--- config.mk ---
export PLATFORM = sky130hd
export DESIGN_NAME = display_scan_controller_flat
export DESIGN_NICKNAME = d
export VERILOG_FILES = /design/src/rtl/display_scan_if.sv /design/src/rtl/display_scan_controller.sv /design/src/flat_wrapper.sv
export SDC_FILE = /design/constraint.sdc
export NUM_CORES = 1
export LEC_CHECK = 0
export ABC_AREA = 1
export ABC_CLOCK_PERIOD_IN_PS = 3400
export BUFFER_PORTS_ARGS = -buffer_cell sky130_fd_sc_hd__buf_2
export CORE_MARGIN = 10
export CORE_UTILIZATION = 55
export DETAILED_ROUTE_END_ITERATION = 10
export PLACE_DENSITY = 0.75
export REMOVE_ABC_BUFFERS = 1
export SLEW_MARGIN = 20
export SYNTH_ARGS = -nofsm -noshare
export SYNTH_HDL_FRONTEND = slang
export SYNTH_SLANG_ARGS = --single-unit
--- constraint.sdc ---
create_clock -name clk -period 3.4 [get_ports clk]
set_input_delay 0.17 -clock clk [delete_from_list [all_inputs] [get_ports clk]]
set_output_delay 0.17 -clock clk [all_outputs]
set_load 0.05 [all_outputs]
--- src/rtl/display_scan_if.sv ---
// Display scan controller bus: capture inputs and the multiplexed digit outputs.
interface display_scan_if #(
   parameter int unsigned DIGITS = 4
);
   logic [4*DIGITS-1:0] value_in;
   logic [DIGITS-1:0]   dp_in;
   logic                load;
   logic                blank_lz;
   logic [3:0]          digit_code;
   logic                digit_dp;
   logic [DIGITS-1:0]   digit_en;
   logic                frame_done;

   // Driver side: supplies values and observes the scan
   modport master (
      output value_in, dp_in, load, blank_lz,
      input  digit_code, digit_dp, digit_en, frame_done
   );

   // Controller side
   modport slave (
      input  value_in, dp_in, load, blank_lz,
      output digit_code, digit_dp, digit_en, frame_done
   );
endinterface

--- src/rtl/display_scan_controller.sv ---
// Multiplexed 7-segment scan controller: a guard blank precedes each digit,
// new values are double-buffered and only take effect at frame boundaries.
module display_scan_controller #(
   parameter int unsigned DIGITS       = 4,
   parameter int unsigned ON_CYCLES    = 40000,
   parameter int unsigned BLANK_CYCLES = 2000
) (
   input logic          clk,
   input logic          rst,
   display_scan_if.slave bus
);
   localparam int unsigned MAX_CYCLES = (ON_CYCLES > BLANK_CYCLES) ? ON_CYCLES : BLANK_CYCLES;
   localparam int unsigned CW         = (MAX_CYCLES > 1) ? $clog2(MAX_CYCLES) : 1;
   localparam int unsigned IW         = $clog2(DIGITS);
   localparam int unsigned VW         = 4 * DIGITS;

   localparam logic [CW-1:0]     ON_LAST    = CW'(ON_CYCLES - 1);
   localparam logic [CW-1:0]     BLANK_LAST = CW'(BLANK_CYCLES - 1);
   localparam logic [IW-1:0]     IDX_LAST   = IW'(DIGITS - 1);
   localparam logic [DIGITS-1:0] ONE_HOT0   = DIGITS'(1);

   typedef enum logic {BLANK, ON} state_t;

   state_t            state;
   logic [IW-1:0]     idx;
   logic [CW-1:0]     cnt;
   logic [VW-1:0]     pend_val;
   logic [DIGITS-1:0] pend_dp;
   logic [VW-1:0]     disp_val;
   logic [DIGITS-1:0] disp_dp;
   logic              frame_pulse;
   logic [DIGITS-1:0] blank_mask;
   logic              upper_nz;

   // Scan sequencer plus pending/display double buffer
   always_ff @(posedge clk or posedge rst) begin
      if (rst) begin
         state       <= BLANK;
         idx         <= '0;
         cnt         <= '0;
         pend_val    <= '0;
         pend_dp     <= '0;
         disp_val    <= '0;
         disp_dp     <= '0;
         frame_pulse <= 1'b0;
      end else begin
         frame_pulse <= 1'b0;
         if (bus.load) begin
            pend_val <= bus.value_in;
            pend_dp  <= bus.dp_in;
         end
         if (state == BLANK) begin
            if (cnt == BLANK_LAST) begin
               state <= ON;
               cnt   <= '0;
            end else begin
               cnt <= cnt + CW'(1);
            end
         end else begin
            if (cnt == ON_LAST) begin
               state <= BLANK;
               cnt   <= '0;
               if (idx == IDX_LAST) begin
                  idx         <= '0;
                  frame_pulse <= 1'b1;
                  // A load coinciding with the frame edge goes straight to the display
                  if (bus.load) begin
                     disp_val <= bus.value_in;
                     disp_dp  <= bus.dp_in;
                  end else begin
                     disp_val <= pend_val;
                     disp_dp  <= pend_dp;
                  end
               end else begin
                  idx <= idx + IW'(1);
               end
            end else begin
               cnt <= cnt + CW'(1);
            end
         end
      end
   end

   // Leading-zero mask: digit k blanks when it and all higher nibbles are zero and its dp is clear
   always_comb begin
      blank_mask = '0;
      upper_nz   = 1'b0;
      for (int k = DIGITS - 1; k >= 1; k--) begin
         upper_nz      = upper_nz | (disp_val[4*k +: 4] != 4'h0);
         blank_mask[k] = bus.blank_lz & ~upper_nz & ~disp_dp[k];
      end
   end

   // Outputs decode from registered state; the code is valid during BLANK so it settles early
   assign bus.digit_code = disp_val[{idx, 2'b00} +: 4];
   assign bus.digit_dp   = disp_dp[idx];
   assign bus.digit_en   = ((state == ON) && !blank_mask[idx]) ? (ONE_HOT0 << idx) : '0;
   assign bus.frame_done = frame_pulse;
endmodule

--- src/flat_wrapper.sv ---
// flat-port wrapper written by rule: the top's interface ports become plain ports
module display_scan_controller_flat 
#(
   parameter int unsigned DIGITS       = 4,
   parameter int unsigned ON_CYCLES    = 40000,
   parameter int unsigned BLANK_CYCLES = 2000
)
  (clk, rst, bus_value_in, bus_dp_in, bus_load, bus_blank_lz, bus_digit_code, bus_digit_dp, bus_digit_en, bus_frame_done);
  display_scan_if #(.DIGITS(DIGITS)) bus_i ();
  input logic clk;
  input logic rst;
  input wire logic [$bits(bus_i.value_in)-1:0] bus_value_in;
  input wire logic [$bits(bus_i.dp_in)-1:0] bus_dp_in;
  input wire logic [$bits(bus_i.load)-1:0] bus_load;
  input wire logic [$bits(bus_i.blank_lz)-1:0] bus_blank_lz;
  output wire logic [$bits(bus_i.digit_code)-1:0] bus_digit_code;
  output wire logic [$bits(bus_i.digit_dp)-1:0] bus_digit_dp;
  output wire logic [$bits(bus_i.digit_en)-1:0] bus_digit_en;
  output wire logic [$bits(bus_i.frame_done)-1:0] bus_frame_done;
  assign bus_i.value_in = bus_value_in;
  assign bus_i.dp_in = bus_dp_in;
  assign bus_i.load = bus_load;
  assign bus_i.blank_lz = bus_blank_lz;
  assign bus_digit_code = bus_i.digit_code;
  assign bus_digit_dp = bus_i.digit_dp;
  assign bus_digit_en = bus_i.digit_en;
  assign bus_frame_done = bus_i.frame_done;
  display_scan_controller #(.DIGITS(DIGITS), .ON_CYCLES(ON_CYCLES), .BLANK_CYCLES(BLANK_CYCLES)) u_core (.clk(clk), .rst(rst), .bus(bus_i));
endmodule
---- Word level (Yosys, flattened, before mapping) ----
Cells that the tools add are included.
cells by class
  multiplexer cells ....................... 17
  shift-type cells ........................ 2
  bitwise logic cells ..................... 14
  reductions and logical operators ........ 7
  eq/ne operators ......................... 3
  $lt $le $gt $ge ......................... 1
  $add $sub $neg .......................... 2
operator list
  kind                                                number
  2-to-1 mux 16 bit                                   4
  adder 16 x 1 -> 16 bit, second input constant       1
  == test 16 x 11 -> 1 bit, second input constant     1
  == test 16 bit, second input constant               1
  variable part select 16 x 5 -> 4 bit                1
  nonzero test 4 bit                                  3
  2-to-1 mux 1 bit                                    8
  2-to-1 mux 4 bit                                    2
  bitwise AND 1 bit                                   6
  NOT 1 bit                                           6
  binary-select mux 1 bit (select 2 bit)              2
  << shifter 1 x 2 -> 4 bit, first input constant     1
  < comparator 2 x 3 -> 1 bit, second input constant  1
  AND reduction 3 bit                                 1
  adder 2 x 1 -> 2 bit, second input constant         1
  == test 2 bit, second input constant                1
  2-to-1 mux 2 bit                                    1
  OR 1 bit                                            2
  AND reduction 2 bit                                 1
  logical AND 1 bit                                   1
  logical NOT 1 bit                                   1
storage, ports and cells
  bits of input ports ..................... 24
  bits in registers ....................... 60
  output and inout port bits .............. 10
  logic and storage cells ................. 54

---- Depth between registers and ports, before layout ----
  depth after elaboration ................. 11
  depth in mapped cells ................... 9
  gate-level depth less buffers ........... 8

---- Worst setup path after synthesis ----
Ideal clock, no wire load.
  path kind ............................... register -> output
  start ................................... reg u_core.idx[0]
  end ..................................... out bus_digit_code[2]
  data required time ...................... 3230 ps
  path buffers ............................ 1
  arrival ................................. 1988 ps
  cell stages (with the launch flop) ...... 5
  path slack .............................. 1242 ps
  cell sequence ........................... dfrtp_1 > inv_1 > clkbuf_1 > o21ai_0 > o21ai_0
on the way
  word-level cells in the longest chain between the ends .. 1
ends and longest elaborated chain
  what                                  line                           text
  from (decl)                           display_scan_controller.sv:25  logic [IW-1:0] idx;
  from (signal assigned)                display_scan_controller.sv:75  idx <= idx + IW'(1);
  variable part select 16 x 5 -> 4 bit  display_scan_controller.sv:95  assign bus.digit_code = disp_val[{idx, 2'b00} +: 4];
  to (decl)                             flat_wrapper.sv:16             output wire logic [$bits(bus_i.digit_code)-1:0] bus_digit_code;
No other way between the ends.

---- Final worst setup path ----
  start ................................... reg u_core.idx[0]
  end ..................................... out bus_digit_en[3]
on the way
  word-level cells in the longest chain between the ends .. 5
  elaborated cells between the ends (all ways) .. 6
  those cells by class .................... shift: 1; mux: 3; reduce/logical: 2
ends and longest elaborated chain
  what                                    line                           text
  binary-select mux 1 bit (select 2 bit)  display_scan_controller.sv:97  assign bus.digit_en = ((state == ON) && !blank_mask[idx]) ? (ONE_HOT0 << idx) : '0;
  2-to-1 mux 1 bit (implied by the code)  display_scan_controller.sv:97
  logical NOT 1 bit                       display_scan_controller.sv:97
  logical AND 1 bit                       display_scan_controller.sv:97
  2-to-1 mux 4 bit (*)                    display_scan_controller.sv:97
  to (decl)                               flat_wrapper.sv:18             output wire logic [$bits(bus_i.digit_en)-1:0] bus_digit_en;
Every way passes the cells marked *; elsewhere a longest branch is shown, timed or not. The select of a mux whose other input is x is not followed.

==> summary.md <==
| Metric | Value |
|---|---|
| Multi-input gate area | `1340 µm²` |
| Sw Pwr | `334 µW` |
| RSZ-0062 raised after global routing | `false` |
| Slew headroom | `44.4%` |
| Max Buffers Root-to-Sink | `2` |
| Combinational power share | `4.1%` |
| Row count | `27` |
| GRT Residual Overflow | `0` |
| PwrDens | `424 nW/µm²` |
| Top Family by Delay on Critical Path | `adder cells` |
| Critical Path RT | `3.23 ns` |
| Io pins | `34` |
| CTS buffer count | `9` |
| Sequential-to-total area share from yosys stat | `48.0%` |
| Peak Freq | `0.400 GHz` |
| Post-synth EDFFs | `0` |
| Post-synthesis mux area share | `0%` |
| Layout net count | `466` |
| Mean Syn Cell Area | `7.70 µm²` |
| Share of the synthesized area in the top cell type | `48.0%` |
| Final setup violation count | `0` |
| Post-Route WL | `6870 µm` |
| Switching Share | `22.2%` |
| Sequential fraction of design power | `49.3%` |
| Die Area | `9100 µm²` |
| Largest net degree at the start of global routing | `41` |
| Synth Cell Area | `3130 µm²` |
| Routed Antenna Nets | `0` |
| Top cells by area, synth | `dfrtp_1 48%, nand2_1 14%, nand4_1 6.0%` |
| Post-CTS Hold Buffers | `1` |
| Chip width | `95.4 µm` |
| Initial antenna violation count | `0` |
| Synth Instances | `406` |
| Tcrit/Tclk final | `73.5%` |
| DR vias/cell | `5.24` |
| Synth-to-Final Area Change | `13.1%` |
| Worst-Skew Late Latency | `0.34 ns` |
| Worst-path cell chain | `ha_1 -> inv_1 -> nor2_1 -> buf_2` |
| Peak supply drop | `315 µV` |
| FF/Latch Area | `1500 µm²` |
| First-pass GRT wire length | `11700 µm` |
| Top FF cell, synth | `dfrtp_1` |
| Share of layout cells above drive strength 1 | `13.3%` |
| DP Wirelength | `4870 µm` |
| H-tree Lvls | `3` |
| Final GP Congestion | `0.916` |
| Startpoint Class | `flip-flop` |
| Diodes inserted | `0` |
| Compound-gate portion of the synthesized area | `8.56%` |
| Worst hold path type | `input port to flip-flop` |
| Final Hold Violating Endpoints | `0` |
| Layout fillers | `458` |
| Synth unique cells | `25` |
| Final Critical Period | `2.50 ns` |
| Clock Pin Slew Worst Setup and Hold Paths | `0.07 ns` |
| Core Region | `5510 µm²` |
| Number of global-route vias before repair | `2500` |
| Gr usage total | `16.1%` |
| Adder-cell share of the synthesized area | `2.00%` |
| Largest family of logic cells by synthesized area | `simple AND/OR/NAND/NOR gates` |
| Postcts setup bufs | `0` |
| Type of the worst setup path | `flip-flop to output port` |
| Residual DRC | `0` |
| Vias | `2694` |
| Crit end category | `output port` |
| Worst stage delay on the critical path | `0.78 ns` |
| Status | `completed` |
| Flops & latches, synth | `60` |
| Number of clock sinks | `60` |
| Cell-internal power | `1170 µW` |
| Asr flop ratio synth | `100%` |
| Clock Power Share | `46.6%` |
| Hold slack final | `0.0746 ns` |
| DR iter-0 viols | `165` |
| I/O Buffers | `33` |
| Crit Path Max Fanout | `22` |
| Syn. warnings | `0` |
| Max_cap viols | `0` |
| CTS Root Cell | `clkbuf_8` |
| Die Y | `95.4 µm` |
| Largest area contributor in the netlist | `dfrtp_1` |
| DRT Pass-1 Iters | `5` |
| Worst-margin pin slew | `0.834 ns` |
| WL/cell | `13.4 µm` |
| Critical-path top delay cell | `ha_1` |
| Final Max Slew Viols | `0` |
| Critical path arrival | `2.33 ns` |
| Setup TNS | `0 ns` |
| PostCTS Resize Cnt | `0` |
| P_leak | `0.00176 µW` |
| Clock skew | `0.00847 ns` |
| CTS tree | `done` |
| Initial Utilization | `56.8%` |
| Worst Path Buf+Inv | `2` |
| Simple-gate portion of the synthesized area | `30.4%` |
| XOR/XNOR share of the synthesized area | `1.96%` |
## state kept, by name (all words and copies together) (netlist names)
name	cells
u_core.cnt	16
u_core.disp_val	16
u_core.pend_val	16
u_core.disp_dp	4
u_core.pend_dp	4
u_core.idx	2
u_core.bus.frame_done	1
u_core.state	1
## synth_stat cells (2+ instances only)
| library cell | instances |
|---|---|
| nor2_1 | 44 |
| nand3_1 | 19 |
| inv_1 | 49 |
| a21oi_1 | 10 |
| ha_1 | 5 |
| o21ai_0 | 35 |
| nand4_1 | 30 |
| buf_6 | 4 |
| xor2_1 | 6 |
| nand2_1 | 115 |
| dfrtp_1 | 60 |
| clkbuf_1 | 9 |
| o21ai_1 | 3 |
| inv_2 | 2 |
| buf_1 | 4 |
| o22ai_1 | 2 |
## stage by stage
step | utilization, % | cell area, µm² | power, µW | setup slack, ns | std cells
finish | 64.3 | 3540 | 1500 | 0.902 | 514
global route | 64.3 | 3540 | 1560 | 0.730 | 514
CTS | 64.3 | 3540 | 1510 | 0.923 | 514
detailed placement | 60.1 | 3310 | 816 | 1.20 | 497
global placement | 60.1 | 3310 | 813 | 1.31 | 497
floorplan | - | 3030 | 785 | 1.28 | 389
## metal layers
layer | part of all wire [%] | track usage (%)
met5 | 0 | 0
met4 | 1.6 | 7.25
met1 | 48 | 21.8
met2 | 44 | 23.6
met3 | 6.9 | 4.08
## final timing paths
| check | cells after the start | slack (ns) | from | end |
|---|---|---|---|---|
| max reg2reg | 4 | 1.14 | u_core.idx[0]$_DFFE_PP0P_ | u_core.disp_val[8]$_DFFE_PP0P_ |
| max | 4 | 0.90 | u_core.idx[0]$_DFFE_PP0P_ | bus_digit_en[3] |
| min reg2reg | 2 | 0.48 | u_core.disp_dp[1]$_DFFE_PP0P_ | u_core.disp_dp[1]$_DFFE_PP0P_ |
| max in group asynchronous | 4 | 2.20 | rst | u_core.disp_val[11]$_DFFE_PP0P_ |
| min | 3 | 0.07 | bus_dp_in[0] | u_core.pend_dp[0]$_DFF_PP0_ |
| min in group asynchronous | 3 | 0.52 | rst | u_core.pend_val[3]$_DFF_PP0_ |
## worst register-to-register path, cell delays in order (launching register included)
cell     delay (ns)
dfrtp_1        0.59
ha_1           0.78
nand3_2        0.50
nand2_1        0.20
nand2_1        0.07
## power groups by stage
stage	clock network, µW	registers (µW)	logic (µW)
2_1_floorplan	0	752	32.4
3_3_place_gp	0	753	60.3
3_5_place_dp	0	754	62.1
4_1_cts	707	740	63.5
5_1_grt	742	741	73.3
6_report	700	740	61.6
## cell families (layout without fill, tap and decap cells)
family	after synthesis	in the layout
xor+xnor	7	7
buf+inv	68	104
flops	60	60
fa+ha+maj	5	5
simple gates	214	214
compound gates	52	52
## area by class of cell
class	instances	share of cell area, %
inverters	51	5.41
well taps	72	2.55
flip-flops and latches	60	42.4
clock buffers	10	3.61
multi-input cells	278	37.9
clock inverters	6	2.51
repair buffers	37	5.59
## layout by cell type, fill, tap and decap left out, drive strengths merged
master / count
buf: 36
bufinv: 2
inv: 51
o21ai: 38
clkinvlp: 2
a21oi: 10
nand2: 116
nor2: 46
nand4: 30
dfrtp: 60
nand3: 21
clkbuf: 10
o21bai: 1
o22ai: 2
xnor2: 1
nor3: 1
clkinv: 2
xor2: 6
o211ai: 1
ha: 5
dlygate4sd3: 1
(Power assumes the default switching activity.)
